### src/rtl/io_clk_pkg.sv
// Shared types and default divide constants for the I/O reset sequencer and clock-enable generator.
package io_clk_pkg;

  typedef enum logic [1:0] {HOLD, STRETCH, RELEASE, RUN} rstseq_state_t;

  localparam int PROC_CLK_DIVIDE = 3;
  localparam int VGA_CLK_DIVIDE  = 2;

endpackage

### src/rtl/io_clken_div.sv
// Per-channel clock-enable divider: one-cycle strobe every DIVIDE cycles while the channel is out of reset.
module io_clken_div #(
  parameter int              DIV_W  = 8,
  parameter logic [DIV_W-1:0] DIVIDE = DIV_W'(1)
) (
  input  logic clk,
  input  logic rst_n,
  input  logic hold,
  output logic clk_en
);

  localparam logic [DIV_W-1:0] LAST = DIVIDE - 1'b1;

  if (DIVIDE == '0) begin : g_bad_divide
    $error("io_clken_div: DIVIDE must be non-zero");
  end

  logic [DIV_W-1:0] div_cnt;

  // Held at zero while in reset so the first strobe lands DIVIDE-1 cycles after release.
  always_ff @(posedge clk or negedge rst_n) begin
    if (!rst_n) begin
      div_cnt <= '0;
    end else if (hold || (div_cnt == LAST)) begin
      div_cnt <= '0;
    end else begin
      div_cnt <= div_cnt + 1'b1;
    end
  end

  assign clk_en = ~hold & (div_cnt == LAST);

endmodule

### src/rtl/io_reset_clken_gen.sv
// Reset sequencer: synchronises the MMCM lock, stretches reset, releases channels in order,
// and drives one clock-enable divider per channel on the single system clock.
module io_reset_clken_gen
  import io_clk_pkg::*;
#(
  parameter int                      NUM_CH        = 2,
  parameter int                      DIV_W         = 8,
  parameter logic [NUM_CH*DIV_W-1:0] CH_DIVIDE     = {DIV_W'(VGA_CLK_DIVIDE), DIV_W'(PROC_CLK_DIVIDE)},
  parameter int                      SYNC_STAGES   = 2,
  parameter int                      RESET_STRETCH = 16,
  parameter int                      RELEASE_GAP   = 4
) (
  input  logic              clk,
  input  logic              rst_n,
  input  logic              locked_in,
  input  logic              soft_rst_req,
  output logic [NUM_CH-1:0] rst_out,
  output logic [NUM_CH-1:0] clk_en,
  output logic              all_ready
);

  localparam int STRETCH_W = (RESET_STRETCH > 1) ? $clog2(RESET_STRETCH) : 1;
  localparam int GAP_W     = (RELEASE_GAP > 1) ? $clog2(RELEASE_GAP) : 1;
  localparam int IDX_W     = (NUM_CH > 1) ? $clog2(NUM_CH) : 1;

  localparam logic [STRETCH_W-1:0] STRETCH_LAST = STRETCH_W'(RESET_STRETCH - 1);
  localparam logic [GAP_W-1:0]     GAP_LAST     = GAP_W'(RELEASE_GAP - 1);
  localparam logic [IDX_W-1:0]     IDX_LAST     = IDX_W'(NUM_CH - 1);

  if (NUM_CH < 1) begin : g_bad_num_ch
    $error("io_reset_clken_gen: NUM_CH must be at least 1");
  end
  if (SYNC_STAGES < 2) begin : g_bad_sync
    $error("io_reset_clken_gen: SYNC_STAGES must be at least 2");
  end
  if ((RESET_STRETCH < 1) || (RELEASE_GAP < 1)) begin : g_bad_timing
    $error("io_reset_clken_gen: RESET_STRETCH and RELEASE_GAP must be at least 1");
  end

  logic [SYNC_STAGES-1:0] sync_ff;
  logic                   lock_sync;

  always_ff @(posedge clk or negedge rst_n) begin
    if (!rst_n) begin
      sync_ff <= '0;
    end else begin
      sync_ff <= {sync_ff[SYNC_STAGES-2:0], locked_in};
    end
  end

  assign lock_sync = sync_ff[SYNC_STAGES-1];

  rstseq_state_t         state, state_next;
  logic [STRETCH_W-1:0]  stretch_cnt, stretch_next;
  logic [GAP_W-1:0]      gap_cnt, gap_next;
  logic [IDX_W-1:0]      idx, idx_next, idx_inc;
  logic [NUM_CH-1:0]     rst_next;
  logic                  ready_next;
  logic                  abort;

  assign abort   = ~lock_sync | soft_rst_req;
  assign idx_inc = idx + 1'b1;

  always_ff @(posedge clk or negedge rst_n) begin
    if (!rst_n) begin
      state       <= HOLD;
      stretch_cnt <= '0;
      gap_cnt     <= '0;
      idx         <= '0;
      rst_out     <= '1;
      all_ready   <= 1'b0;
    end else begin
      state       <= state_next;
      stretch_cnt <= stretch_next;
      gap_cnt     <= gap_next;
      idx         <= idx_next;
      rst_out     <= rst_next;
      all_ready   <= ready_next;
    end
  end

  // Abort outranks every other transition; once out of HOLD any lock loss or soft request re-resets all.
  always_comb begin
    state_next   = state;
    stretch_next = stretch_cnt;
    gap_next     = gap_cnt;
    idx_next     = idx;
    rst_next     = rst_out;
    ready_next   = all_ready;

    if ((state != HOLD) && abort) begin
      state_next   = HOLD;
      stretch_next = '0;
      gap_next     = '0;
      idx_next     = '0;
      rst_next     = '1;
      ready_next   = 1'b0;
    end else begin
      case (state)
        HOLD: begin
          if (!abort) begin
            state_next   = STRETCH;
            stretch_next = '0;
          end
        end
        STRETCH: begin
          if (stretch_cnt == STRETCH_LAST) begin
            rst_next[0] = 1'b0;
            idx_next    = '0;
            gap_next    = '0;
            if (NUM_CH == 1) begin
              state_next = RUN;
              ready_next = 1'b1;
            end else begin
              state_next = RELEASE;
            end
          end else begin
            stretch_next = stretch_cnt + 1'b1;
          end
        end
        RELEASE: begin
          if (gap_cnt == GAP_LAST) begin
            idx_next          = idx_inc;
            gap_next          = '0;
            rst_next[idx_inc] = 1'b0;
            if (idx_inc == IDX_LAST) begin
              state_next = RUN;
              ready_next = 1'b1;
            end
          end else begin
            gap_next = gap_cnt + 1'b1;
          end
        end
        default: begin
        end
      endcase
    end
  end

  for (genvar i = 0; i < NUM_CH; i++) begin : g_ch
    io_clken_div #(
      .DIV_W  (DIV_W),
      .DIVIDE (CH_DIVIDE[i*DIV_W +: DIV_W])
    ) u_div (
      .clk    (clk),
      .rst_n  (rst_n),
      .hold   (rst_out[i]),
      .clk_en (clk_en[i])
    );
  end

endmodule

### config.mk
export PLATFORM = sky130hd
export DESIGN_NAME = io_reset_clken_gen
export DESIGN_NICKNAME = d
export VERILOG_FILES = /design/src/rtl/io_clk_pkg.sv /design/src/rtl/io_clken_div.sv /design/src/rtl/io_reset_clken_gen.sv
export SDC_FILE = /design/constraint.sdc
export NUM_CORES = 1
export LEC_CHECK = 0
export ABC_AREA = 0
export BUFFER_PORTS_ARGS = -buffer_cell sky130_fd_sc_hd__buf_4
export CELL_PAD_IN_SITES_DETAIL_PLACEMENT = 1
export CELL_PAD_IN_SITES_GLOBAL_PLACEMENT = 1
export CORE_ASPECT_RATIO = 0.7
export CORE_MARGIN = 2
export CORE_UTILIZATION = 48
export DETAILED_ROUTE_END_ITERATION = 10
export GPL_ROUTABILITY_DRIVEN = 0
export GPL_TIMING_DRIVEN = 0
export HOLD_SLACK_MARGIN = 0.05
export PLACE_DENSITY_LB_ADDON = 0.1
export SLEW_MARGIN = 20
export SYNTH_ARGS = -nofsm -noshare
export SYNTH_HDL_FRONTEND = slang
export SYNTH_HIERARCHICAL = 1
export SYNTH_SLANG_ARGS = --single-unit
### constraint.sdc
create_clock -name clk -period 4.96 [get_ports clk]
set_input_delay 0.496 -clock clk [delete_from_list [all_inputs] [get_ports clk]]
set_output_delay 0.496 -clock clk [all_outputs]
set_load 0.03 [all_outputs]
==> results of run 1 <==
[layout make-up]
type,count,area share
inverter,8,0.0166
sequential,30,0.416
multi-input combinational,119,0.445
clock buffer,7,0.0477
tap,38,0.0263
buffer,3,0.0118
clock inverter,1,0.00277
timing repair buffer,8,0.0332
[path summary, 6_finish.rpt]
check | from | to | slack (ps) | cells after the start
max | g_ch[0].u_div/div_cnt[0] | clk_en[0] | 2840 | 6
min | rst_n | g_ch[1].u_div/div_cnt[7] | 130 | 1
max reg2reg | state[1] | stretch_cnt[0] | 3210 | 7
min reg2reg | sync_ff[0] | sync_ff[1] | 360 | 0
max in group asynchronous | rst_n | rst_out[1] | 4510 | 1
min in group clk | locked_in | sync_ff[0] | 320 | 1
[flip-flops by register name (all words and copies together), names as in the netlist]
register,flops
stretch_cnt,4
g_ch.u_div/div_cnt,16
state,2
all_ready,1
gap_cnt,2
idx,1
rst_out,2
sync_ff,2
[critical path, cell delays in order (launching register included)]
cell	delay, ps
dfrtp_1	440
inv_1	90
ha_1	140
nor4b_1	320
nand2_1	100
nor2_1	100
buf_4	160
[cell families after synthesis]
family	count (synthesis)	share of synthesized area
compound gates	41	0.172
flops	30	0.468
mux	2	0.0210
buf+inv	11	0.0319
fa+ha+maj	10	0.0777
xor+xnor	6	0.0326
simple gates	60	0.197
[placed cells by master (no fill, tap or decap), drive strengths merged, types with 2 or more instances in the layout]
| cell type | count |
|---|---|
| nor4b | 2 |
| a21o | 3 |
| nor3 | 3 |
| o211ai | 4 |
| a22o | 4 |
| nor2 | 15 |
| clkbuf | 7 |
| dfrtp | 28 |
| buf | 11 |
| nand2 | 14 |
| dfstp | 2 |
| o21ai | 16 |
| or3 | 6 |
| xnor2 | 2 |
| nor2b | 2 |
| ha | 10 |
| a21oi | 11 |
| nand4 | 4 |
| nand3 | 12 |
| inv | 8 |
| xor2 | 4 |
[per-stage QoR]
step	cell area (um^2)	worst slack [ps]
after global routing	1810	2530
after CTS	1810	2810
after global placement	1720	3210
final	1810	2840
after detailed placement	1720	3140
after floorplan	1610	3100
[per-layer routing]
layer	routed length, um	GRT usage	up-vias
met1	1610	0.287	614
met4	21	0.0741	0
met5	0	0	-
met3	122	0.0750	2
met2	1640	0.318	14
li1	-	-	602
[where the power goes]
part | internal [mW] | leakage [nW] | switching, mW
clock | 0.112 | 0.0482 | 0.0914
sequential | 0.285 | 0.399 | 0.0405
combinational | 0.126 | 0.343 | 0.201
total | 0.523 | 0.790 | 0.333
==> results.py, run 1 <==
metrics = {
    "timing": {
        "finalSetupViolCount": 0,
        "worst_pin_slew_ps": 388,
        "fin_setup_tns_ps": 0,
        "skew_ps": 1.93,
        "fin_crit_ps": 2120,
        "slew_headroom": 0.738,
        "clock.fmax_mhz": 471,
        "rsz0062_at_grt": "false",
        "holdWs_ps": 133,
        "maxSlewViolCount": 0,
        "min_period_over_period": 0.428,
        "hold_viol_final": 0,
    },
    "clocking": {
        "ctsHoldBuffers": 0,
        "cts_resized": 0,
        "cts_buffers": 5,
        "cts-root-buf": "clkbuf_8",
        "clock_latency_ps": 280,
        "htree_num_levels": 2,
        "cts_tree": "built",
        "post_cts_buffers": 0,
        "clock_path_buffers": 2,
        "path_clk_slew_ps": 60,
        "clock-sinks": 30,
    },
    "cells_and_area": {
        "nFillCells": 349,
        "fin_nets": 189,
        "drive_gt1_frac": 0.210,
        "diodes": 0,
        "multi_input_area_um2": 806,
        "fin_cells": 214,
        "fin_util": 0.571,
        "area_delta_synth_final_pct": 12.4,
        "seq_area_um2": 753,
    },
    "synth": {
        "synth_edf_count": 0,
        "ys_seq_area_frac": 0.468,
        "avgSynthCellArea_um2": 10.1,
        "synthFlopType": "dfrtp_1",
        "yosys.area.top_type_share": 0.435,
        "synth_largest_area_cell": "dfrtp_1",
        "synth.most_common_cell": "dfrtp_1",
        "synth.area.top_cells": "dfrtp_1 (44%), ha_1 (7.8%), o21ai_0 (4.0%)",
        "syn_inst": 160,
        "synth_cell_type_count": 37,
        "synth_area_um2": 1610,
        "ys_ff_latch": 30,
        "async_flop_share": 1.00,
        "synth_common_cells": "dfrtp_1 (28), nor2_1 (15), nand2_1 (14), o21ai_0 (13), nand3_1 (11)",
        "yosysWarnings": 6,
        "syn_nets": 174,
    },
    "global_route": {
        "grt_overflow": 0,
        "grt_start_max_net_pins": 31,
        "grt_pass1_vias": 1224,
        "antenna_found_initial": 0,
        "grt_pass1_wl_um": 5950,
        "grtUsageTotal": 0.213,
    },
    "routing": {
        "vias_per_cell": 5.76,
        "drtAntennaViolNets": 0,
        "vias": 1232,
        "first_pass_iters": 4,
        "drtIter0Drc": 48,
        "wl_per_cell_um": 15.9,
        "wl_um": 3390,
        "drc": 0,
    },
    "job": {
        "maxCapViolations": 0,
    },
    "die": {
        "dieArea_um2": 3840,
        "ios": 9,
        "start_util": 0.508,
        "core_area_um2": 3170,
        "die_y_um": 52.5,
        "rows": 17,
        "dieWidth_um": 73.2,
    },
    "setup_path": {
        "cp.arrival_ps": 1630,
        "cp-end-kind": "output port",
        "cp_max_fo": 6,
        "crit_type": "reg -> out",
        "crit_required_ps": 4460,
        "start_kind": "register",
    },
    "status": {
        "status": "finished clean",
    },
    "worst_hold_path": {
        "min_path_type": "in -> async",
    },
    "power_and_ir_drop": {
        "power_mw": 0.856,
        "worst_ir_drop_vdd_uv": 357,
        "p_per_area_nw_per_um2": 473,
        "p_leak_nw": 0.790,
    },
    "placed_design": {
        "post-dp-hpwl_um": 2440,
        "port_buffers": 8,
        "place_inst": 206,
    },
}
Power figures use the tool's default switching activity.
==> run 2: changes to the inputs <==
- CORE_UTILIZATION: 48 -> 47
- clock period: 4.96 -> 2 ns (I/O delays scaled with it)
==> run 2 against run 1 <==
  * Clock-buffer cell count down 1
  * Clock power grew to 2.5 times the previous value
  * First-iteration DRC count is 25% higher
  * Routed wire length increased by 2.9%
  * Largest cell class unchanged
  * Highest routed layer unchanged
==> results.py, run 2 (same netlist as run 1, synthesis figures left out) <==
metrics = {
    "setup_path": {
        "cp.arrival_ps": 1930,
        "start_kind": "register",
        "crit_required_ps": 2170,
        "cp-end-kind": "register",
        "crit_type": "reg -> reg",
        "cp_max_fo": 10,
    },
    "timing": {
        "finalSetupViolCount": 0,
        "clock.fmax_mhz": 566,
        "rsz0062_at_grt": "false",
        "holdWs_ps": 365,
        "hold_viol_final": 0,
        "slew_headroom": 0.747,
        "min_period_over_period": 0.883,
        "fin_crit_ps": 1770,
        "maxSlewViolCount": 0,
        "worst_pin_slew_ps": 380,
        "fin_setup_tns_ps": 0,
        "skew_ps": 7.98,
    },
    "placed_design": {
        "place_inst": 215,
        "port_buffers": 8,
        "post-dp-hpwl_um": 2430,
    },
    "cells_and_area": {
        "fin_nets": 191,
        "final_cell_mix": "dfrtp_1 (28), nor2_1 (15), nand2_1 (14)",
        "seq_area_um2": 753,
        "layout_commonest_cell": "dfrtp_1",
        "layout_top_registers": "g_ch.u_div/div_cnt x16, stretch_cnt x4",
        "area_delta_synth_final_pct": 14.9,
        "regMostFlops": "g_ch.u_div/div_cnt",
        "diodes": 0,
        "nFillCells": 364,
        "multi_input_area_um2": 812,
        "fin_cells": 225,
        "drive_gt1_frac": 0.219,
        "largest_reg_flops": 16,
    },
    "clocking": {
        "path_clk_slew_ps": 70,
        "clock_path_buffers": 2,
        "post_cts_buffers": 0,
        "htree_num_levels": 2,
        "clock_latency_ps": 280,
        "clock-sinks": 30,
        "cts_buffers": 5,
        "cts-root-buf": "clkbuf_8",
        "cts_tree": "built",
    },
    "routing": {
        "vias": 1265,
        "wl_per_cell_um": 15.5,
        "drc": 0,
        "wl_um": 3490,
        "drtIter0Drc": 60,
        "first_pass_iters": 4,
        "drtAntennaViolNets": 0,
        "vias_per_cell": 5.62,
    },
    "worst_hold_path": {
        "min_path_type": "reg -> reg",
    },
    "global_route": {
        "grt_overflow": 0,
        "grt_start_max_net_pins": 31,
        "antenna_found_initial": 0,
        "grt_pass1_wl_um": 6100,
        "grtUsageTotal": 0.208,
        "grt_pass1_vias": 1284,
    },
    "die": {
        "dieArea_um2": 3920,
        "rows": 17,
        "core_area_um2": 3210,
        "ios": 9,
        "start_util": 0.501,
        "dieWidth_um": 74.0,
        "die_y_um": 53.0,
    },
    "status": {
        "status": "finished clean",
    },
    "job": {
        "maxCapViolations": 0,
    },
    "power_and_ir_drop": {
        "worst_ir_drop_vdd_uv": 635,
        "p_per_area_nw_per_um2": 1160,
        "p_leak_nw": 0.800,
    },
}
## run 2: cell count changes in the layout (fill, tap and decap cells not counted), sizes merged
cell,delta
clkinvlp,+1
clkbuf,-1
dlygate4sd3,+2
## run 2: metal layers
layer,vias to the layer above,GRT usage,part of all wire,wire length (um)
met5,-,0,0,0
met4,0,0.0667,0.010,36
met3,5,0.0533,0.030,105
met2,15,0.333,0.47,1640
met1,641,0.275,0.49,1710
li1,604,-,-,-
## run 2: power by group
part           leakage [nW]  switching (mW)  internal, mW  total [mW]
clock                0.0472           0.234         0.276       0.510
sequential            0.399           0.104         0.706       0.810
combinational         0.354           0.506         0.318       0.824
total                 0.800           0.844          1.30        2.14
## run 2: stage by stage
step	area (um^2)	power, mW	setup slack [ps]	utilization
after floorplan	1610	1.41	439	-
after global placement	1730	1.58	294	0.538
after detailed placement	1730	1.61	247	0.538
after CTS	1840	2.15	162	0.574
after global routing	1850	2.29	28.1	0.576
final	1850	2.14	233	0.576
## run 2: worst paths after layout
path | endpoint | from | cells past startpoint | slack (ps)
min reg2reg | sync_ff[1] | sync_ff[0] | 0 | 360
max reg2reg | stretch_cnt[0] | state[1] | 7 | 230
min in group asynchronous | gap_cnt[1] | rst_n | 2 | 390
min | sync_ff[1] | sync_ff[0] | 0 | 360
max | stretch_cnt[0] | state[1] | 7 | 230
max in group asynchronous | rst_out[1] | rst_n | 2 | 1300
## run 2: critical path: stages (launching register included)
cell and delay, ps:
dfrtp_1 420, inv_1 130, ha_1 150, buf_2 230, nor2_1 110, mux2i_4 220, o21ai_1 120, mux2_2 270
## run 2: final cells by class
type,instances,share of cell area
sequential,30,0.407
multi-input combinational,119,0.439
buffer,3,0.0115
tap,47,0.0318
timing repair buffer,10,0.0433
clock buffer,6,0.0446
inverter,8,0.0162
clock inverter,2,0.00676
## run 2: what timing repair did
item | 4_1_cts | 5_1_grt
resized for setup | 0 | 1
setup endpoints to repair | 0 | 1
hold endpoints to repair | 29 | 0
hold buffers | 2 | 0
